## src/rtl/lsu_pkg.sv

```systemverilog
// Shared types and helpers for the load/store RMW adapter.
`timescale 1ns/1ps
package lsu_pkg;

  localparam int ADDR_W = 8;
  localparam int DATA_W = 32;

  // Access size encoding carried on req_size.
  localparam logic [1:0] SZ_BYTE = 2'd0;
  localparam logic [1:0] SZ_HALF = 2'd1;
  localparam logic [1:0] SZ_WORD = 2'd2;
  localparam logic [1:0] SZ_RSVD = 2'd3;

  typedef enum logic [2:0] {
    S_IDLE,
    S_RD,
    S_MRG,
    S_WR,
    S_RSP
  } state_t;

  // A request is rejected when its size is reserved or its address is not
  // naturally aligned to that size.
  function automatic logic misaligned(input logic [1:0] size, input logic [1:0] addr_lo);
    case (size)
      SZ_BYTE: return 1'b0;
      SZ_HALF: return addr_lo[0];
      SZ_WORD: return (addr_lo != 2'b00);
      default: return 1'b1;
    endcase
  endfunction

endpackage

```

## src/rtl/lsu_lane_unit.sv

```systemverilog
// Lane steering for one memory word: extracts/extends a load value and
// merges store data into the selected lane(s).
`timescale 1ns/1ps
module lsu_lane_unit
  import lsu_pkg::*;
(
  input  logic [DATA_W-1:0] i_word,
  input  logic [1:0]        i_addr_lo,
  input  logic [1:0]        i_size,
  input  logic              i_signed,
  input  logic [DATA_W-1:0] i_wdata,
  output logic [DATA_W-1:0] o_load,
  output logic [DATA_W-1:0] o_merged
);

  logic [4:0]        w_shamt;
  logic [DATA_W-1:0] w_shifted;
  logic [DATA_W-1:0] w_lane_mask;
  logic [DATA_W-1:0] w_lane_data;

  // Byte offset within the word expressed as a bit shift.
  assign w_shamt   = {i_addr_lo, 3'b000};
  assign w_shifted = i_word >> w_shamt;

  // Load path: right-align the selected lane(s) and extend.
  always_comb begin
    // NOTE: every variable written in a combinational block gets a default first, so no path leaves it unassigned and no latch is inferred.
    o_load = i_word;
    case (i_size)
      SZ_BYTE: o_load = {{24{i_signed & w_shifted[7]}}, w_shifted[7:0]};
      SZ_HALF: o_load = {{16{i_signed & w_shifted[15]}}, w_shifted[15:0]};
      default: o_load = i_word;
    endcase
  end

  // Store path: replace the selected lane(s) of the read word with wdata.
  always_comb begin
    w_lane_mask = '1;
    w_lane_data = i_wdata;
    case (i_size)
      SZ_BYTE: begin
        w_lane_mask = 32'h0000_00FF << w_shamt;
        w_lane_data = {24'd0, i_wdata[7:0]} << w_shamt;
      end
      SZ_HALF: begin
        w_lane_mask = 32'h0000_FFFF << w_shamt;
        w_lane_data = {16'd0, i_wdata[15:0]} << w_shamt;
      end
      default: begin
        w_lane_mask = '1;
        w_lane_data = i_wdata;
      end
    endcase
    o_merged = (i_word & ~w_lane_mask) | (w_lane_data & w_lane_mask);
  end

endmodule

```

## src/rtl/lsu_rmw_adapter.sv

```systemverilog
// Load/store adapter in front of a word-only data memory. Sub-word stores
// become read-modify-write; loads become word read plus lane extraction.
`timescale 1ns/1ps
module lsu_rmw_adapter
  import lsu_pkg::*;
(
  input  logic              clk,
  input  logic              rst_n,
  input  logic              req_valid,
  output logic              req_ready,
  input  logic              req_write,
  input  logic [1:0]        req_size,
  input  logic              req_signed,
  input  logic [ADDR_W-1:0] req_addr,
  input  logic [DATA_W-1:0] req_wdata,
  output logic              rsp_valid,
  input  logic              rsp_ready,
  output logic [DATA_W-1:0] rsp_rdata,
  output logic              rsp_err,
  output logic [ADDR_W-1:0] mem_addr,
  output logic              mem_we,
  output logic              mem_re,
  output logic [DATA_W-1:0] mem_wd,
  input  logic [DATA_W-1:0] mem_rd
);

  state_t r_state;
  state_t w_next;

  // Latched request fields.
  logic              r_write;
  logic [1:0]        r_size;
  logic              r_signed;
  logic [1:0]        r_addr_lo;
  logic [DATA_W-1:0] r_wdata;

  // Registered outputs.
  logic              r_req_ready;
  logic              r_rsp_valid;
  logic              r_rsp_err;
  logic [DATA_W-1:0] r_rsp_rdata;
  logic [ADDR_W-1:0] r_mem_addr;
  logic              r_mem_we;
  logic              r_mem_re;
  logic [DATA_W-1:0] r_mem_wd;

  logic              w_accept;
  logic              w_err;
  logic [DATA_W-1:0] w_load;
  logic [DATA_W-1:0] w_merged;

  // r_req_ready is only ever high in IDLE, so it doubles as the accept qualifier.
  assign w_accept = r_req_ready & req_valid;
  assign w_err    = misaligned(req_size, req_addr[1:0]);

  lsu_lane_unit u_lane (
    .i_word    (mem_rd),
    .i_addr_lo (r_addr_lo),
    .i_size    (r_size),
    .i_signed  (r_signed),
    .i_wdata   (r_wdata),
    .o_load    (w_load),
    .o_merged  (w_merged)
  );

  // Next-state decode.
  always_comb begin
    w_next = r_state;
    case (r_state)
      S_IDLE: begin
        if (w_accept) begin
          if (w_err)                               w_next = S_RSP;
          else if (req_write && req_size == SZ_WORD) w_next = S_WR;
          else                                     w_next = S_RD;
        end
      end
      S_RD:    w_next = S_MRG;
      S_MRG:   w_next = r_write ? S_WR : S_RSP;
      S_WR:    w_next = S_RSP;
      S_RSP:   w_next = rsp_ready ? S_IDLE : S_RSP;
      default: w_next = S_IDLE;
    endcase
  end

  // State register.
  always_ff @(posedge clk or negedge rst_n) begin
    // NOTE: sequential state uses non-blocking assignments so every flop samples pre-edge values regardless of statement order.
    if (!rst_n) r_state <= S_IDLE;
    else        r_state <= w_next;
  end

  // Request latch, datapath and registered outputs decoded from the next state.
  always_ff @(posedge clk or negedge rst_n) begin
    if (!rst_n) begin
      r_write     <= 1'b0;
      r_size      <= SZ_BYTE;
      r_signed    <= 1'b0;
      r_addr_lo   <= 2'b00;
      r_wdata     <= '0;
      r_req_ready <= 1'b0;
      r_rsp_valid <= 1'b0;
      r_rsp_err   <= 1'b0;
      r_rsp_rdata <= '0;
      r_mem_addr  <= '0;
      r_mem_we    <= 1'b0;
      r_mem_re    <= 1'b0;
      r_mem_wd    <= '0;
    end else begin
      r_req_ready <= (w_next == S_IDLE);
      r_rsp_valid <= (w_next == S_RSP);
      r_mem_re    <= (w_next == S_RD);
      r_mem_we    <= (w_next == S_WR);

      if (w_accept) begin
        r_write    <= req_write;
        r_size     <= req_size;
        r_signed   <= req_signed;
        r_addr_lo  <= req_addr[1:0];
        r_wdata    <= req_wdata;
        r_mem_addr <= {req_addr[ADDR_W-1:2], 2'b00};
        r_rsp_err  <= w_err;
        if (w_err)            r_rsp_rdata <= '0;
        if (w_next == S_WR)   r_mem_wd    <= req_wdata;
      end

      // Read data is valid in MRG: either finish the load or build the merged word.
      if (r_state == S_MRG) begin
        if (r_write) r_mem_wd    <= w_merged;
        else         r_rsp_rdata <= w_load;
      end

      // A store reports the full word it wrote.
      if (r_state == S_WR) r_rsp_rdata <= r_mem_wd;
    end
  end

  assign req_ready = r_req_ready;
  assign rsp_valid = r_rsp_valid;
  assign rsp_err   = r_rsp_err;
  assign rsp_rdata = r_rsp_rdata;
  assign mem_addr  = r_mem_addr;
  assign mem_we    = r_mem_we;
  assign mem_re    = r_mem_re;
  assign mem_wd    = r_mem_wd;

endmodule

```

## config.mk

```make
export PLATFORM = sky130hd
export DESIGN_NAME = lsu_rmw_adapter
export DESIGN_NICKNAME = d
export VERILOG_FILES = /design/src/rtl/lsu_pkg.sv /design/src/rtl/lsu_lane_unit.sv /design/src/rtl/lsu_rmw_adapter.sv
export SDC_FILE = /design/constraint.sdc
export NUM_CORES = 1
export LEC_CHECK = 0
export CORE_MARGIN = 2
export CORE_UTILIZATION = 42
export CTS_CLUSTER_DIAMETER = 50
export DETAILED_ROUTE_END_ITERATION = 7
export GPL_TIMING_DRIVEN = 0
export HOLD_SLACK_MARGIN = 0.12
export PLACE_DENSITY = 0.69
export SLEW_MARGIN = 15
export SYNTH_ARGS = -nofsm -noshare
export SYNTH_HDL_FRONTEND = slang
export SYNTH_HIERARCHICAL = 1
export SYNTH_SLANG_ARGS = --single-unit
```

## constraint.sdc

```tcl
create_clock -name clk -period 3.6 [get_ports clk]
set_input_delay 0.36 -clock clk [delete_from_list [all_inputs] [get_ports clk]]
set_output_delay 0.36 -clock clk [all_outputs]
set_load 0.05 [all_outputs]
```

==> results.rst <==
.. list-table::
   :header-rows: 1

   * - Metric
     - Value
   * - Sum of negative setup slack
     - 0 ps
   * - Post-layout nets
     - 999
   * - Sequential cell area fraction in the yosys report
     - 43.5%
   * - Kind of capture point of the worst setup path
     - register
   * - Initial Util
     - 42.5%
   * - First DRT Iteration DRCs
     - 701
   * - Number of hold-slack violations in the final timing report
     - 0
   * - Via density per instance
     - 5.74
   * - Routability-driven placement congestion ratio
     - 1.02
   * - Clock input transition at the sequential cells of the worst setup and hold paths
     - 60 ps
   * - Area Overhead vs Synth
     - 36.9%
   * - Overall die height
     - 130 um
   * - Remaining Overflow, GRT
     - 0
   * - Mapped Area
     - 6680 um^2
   * - Overall fraction of global-route tracks in use
     - 29.1%
   * - Crit Path Category
     - register to register
   * - FP Rows
     - 46
   * - Ratio of total power to cell area
     - 1000 nW/um^2
   * - Die span in x
     - 130 um
   * - Post-route clock period utilization
     - 62.5%
   * - Post-synthesis register bit count
     - 116
   * - Library cells used by synthesis
     - 49
   * - Post-DRT Antenna Nets
     - 0
   * - TritonCTS Sinks
     - 116
   * - Number of antenna violations at the first check in global routing
     - 0
   * - Peak supply drop
     - 0.652 mV
   * - Setup Fix Bufs, Post-CTS
     - 0
   * - Reg2reg start
     - r_size[1]
   * - Critical path data required time
     - 3950 ps
   * - Worst reg2reg setup slack
     - 1350 ps
   * - Highest achievable clock rate
     - 444 MHz
   * - H-Tree Level Count
     - 4
   * - Count of cells along the worst register-to-register path
     - 8
   * - Crit start category
     - register
   * - Largest net degree at the start of global routing
     - 65
   * - Wire length of the first global-routing pass
     - 36500 um
   * - Worst skew pair latency
     - 430 ps
   * - Length of the first detailed-routing pass in iterations
     - 5
   * - Number of vias after detailed routing
     - 6592
   * - Post-Syn Instances
     - 743
   * - Number of enable-type register cells in the synthesized netlist
     - 0
   * - Leakage Power
     - 3.83 nW
   * - Total half-perimeter wirelength after legalization and detailed placement
     - 17500 um
   * - CP delay by family, top
     - buffers and inverters
   * - WL/cell
     - 20.8 um
   * - Core Footprint
     - 15700 um^2
   * - Post-synth ARST share
     - 100%
   * - Critical Path Fanout Max
     - 10
   * - Least-Margin Pin Slew
     - 855 ps
   * - Num CTS Buffers
     - 17
   * - Worst slew slack as a fraction of its limit
     - 43.0%
   * - Final Max Slew Viols
     - 0
   * - Shortest period the worst path allows
     - 2250 ps
   * - Average instance area after synthesis
     - 8.99 um^2
   * - Fillers
     - 1383
   * - Final Routed Wirelength
     - 23900 um
   * - Largest incremental delay on the critical path
     - 500 ps
   * - Number of buffers inserted by port buffering
     - 154
   * - Capture instance of the worst register-to-register path
     - rsp_rdata[23]
   * - Buffer and inverter count on the worst path
     - 4
   * - Slowest stage cell, crit path
     - clkbuf_1
   * - Worst path most repeated cell
     - buf_2
   * - Setup repair after global routing missed its margin
     - no
   * - TritonCTS clock tree
     - built
   * - # Max-Cap Violations
     - 0
   * - DIE AREA
     - 16900 um^2
   * - Count of endpoints failing setup in the final report
     - 0
   * - Antenna cells
     - 0
   * - DRC violations left
     - 0
   * - Outcome
     - complete, no violations
   * - Share of cells above drive strength 1
     - 16.1%
   * - Clock tree root driver cell
     - clkbuf_16
   * - Clock skew after layout
     - 6.99 ps
   * - CTS max path bufs
     - 2
   * - Vias in the first global route
     - 6390
   * - Flip-flop cell with the highest count after synthesis
     - dfrtp_1
   * - Crit path arrival time
     - 2600 ps
   * - Number of warning messages in the yosys log
     - 6
   * - Worst hold path class
     - primary input to async pin
   * - Chain of cells forming the critical path
     - buf_2, buf_2, buf_2, clkbuf_1, nand2_1, o21ai_0, nand2_1, a31oi_1
   * - WHS
     - 437 ps
   * - Total I/O pin count
     - 157
==> final cells by class <==
cell class | instances | area [um^2] | area share, %
clock buffer | 22 | 484 | 5.30
timing repair buffer | 156 | 1580 | 17.3
multi-input combinational | 552 | 3380 | 36.9
inverter | 10 | 37.5 | 0.411
clock inverter | 10 | 128 | 1.40
buffer | 66 | 364 | 3.98
sequential | 116 | 2900 | 31.8
tap | 216 | 270 | 2.96
==> Yosys cell counts, types with 9 or more instances <==
master    count  area, um^2
nand2_1     137         514
dfrtp_1     116        2900
nor2_1       72         270
a31oi_1      64         400
mux2_2       62         698
nand3_1      35         175
nor2b_1      30         188
buf_2        28         140
o21ai_0      28         140
clkbuf_1     23        86.3
a221oi_1     17         149
a22oi_1      14         105
inv_1        10        37.5
a21oi_1       9        45.0
nor3_1        9        45.0
==> worst max path at each step <==
stage | start | end | slack, ps | cells after the start
5_1_grt | r_addr_lo[1] | rsp_rdata[15] | 1140 | 6
3_3_place_gp | rst_n | rsp_rdata[21] | -2420 | 1
6_report | r_size[1] | rsp_rdata[23] | 1350 | 8
3_5_place_dp | req_size[0] | rsp_rdata[6] | 1250 | 6
2_1_floorplan | req_ready | mem_addr[2] | 1920 | 3
4_1_cts | r_addr_lo[0] | rsp_rdata[15] | 1420 | 7
==> kinds of logic (layout without fill, tap and decap cells) <==
| logic type | after synthesis | after routing | synth area share (%) |
|---|---|---|---|
| AND/OR/NAND/NOR | 307 | 307 | 20.6 |
| multiplexers | 63 | 63 | 10.8 |
| flip-flops | 116 | 116 | 43.5 |
| other | 1 | 2 | 0.0562 |
| buffers and inverters | 76 | 264 | 6.02 |
| AO/OA/AOI/OAI | 180 | 180 | 19.1 |
==> power by group <==
part | internal [W] | switching, W
sequential | 0.00188 | 0.000508
combinational | 0.00190 | 0.00312
clock | 0.00115 | 0.000601
total | 0.00493 | 0.00423
==> flip-flops by register name, summed over array words and instances, names as in the netlist, 2 cells and up <==
signal and count:
r_state 3, r_addr_lo 2, rsp_rdata 32, r_size 2, mem_addr 6, mem_wd 32
r_wdata 32
==> stage by stage <==
step / setup WS (ps) / area (um^2) / utilization, % / cells / power, W
floorplan: 1920 / 6680 / - / 744 / 0.00567
global placement: -2420 / 8490 / 54.0 / 1114 / 0.00730
detailed placement: 1250 / 8520 / 54.2 / 1115 / 0.00734
CTS: 1420 / 9140 / 58.2 / 1148 / 0.00912
global route: 1140 / 9140 / 58.2 / 1148 / 0.00962
finish: 1350 / 9140 / 58.2 / 1148 / 0.00916
==> timing repair <==
action,in CTS,in global routing
hold endpoints to repair,52,0
hold buffers,1,0
resized for setup,0,0
setup endpoints to repair,0,0
==> per-layer routing <==
| metal | GRT usage [%] | wire [um] | up-vias | share of wire (%) |
|---|---|---|---|---|
| li1 | - | - | 3025 | - |
| met4 | 10.1 | 499 | 0 | 2.1 |
| met1 | 40.1 | 10700 | 3247 | 45 |
| met5 | 0 | 0 | - | 0 |
| met2 | 45.7 | 11000 | 287 | 46 |
| met3 | 5.95 | 1690 | 33 | 7.1 |
==> cell usage in the layout, fill, tap and decap left out, types with 17 or more instances in the layout <==
cell type / netlist / layout
dfrtp_1: 116 / 116
nand3_1: 35 / 35
buf_2: 28 / 28
clkbuf_1: 23 / 24
clkdlybuf4s50_1: 0 / 153
nor2_1: 72 / 72
a221oi_1: 17 / 17
nand2_1: 137 / 137
mux2_2: 62 / 62
nor2b_1: 30 / 30
clkbuf_16: 0 / 17
a31oi_1: 64 / 64
o21ai_0: 28 / 28
Power figures use the tool's default switching activity.
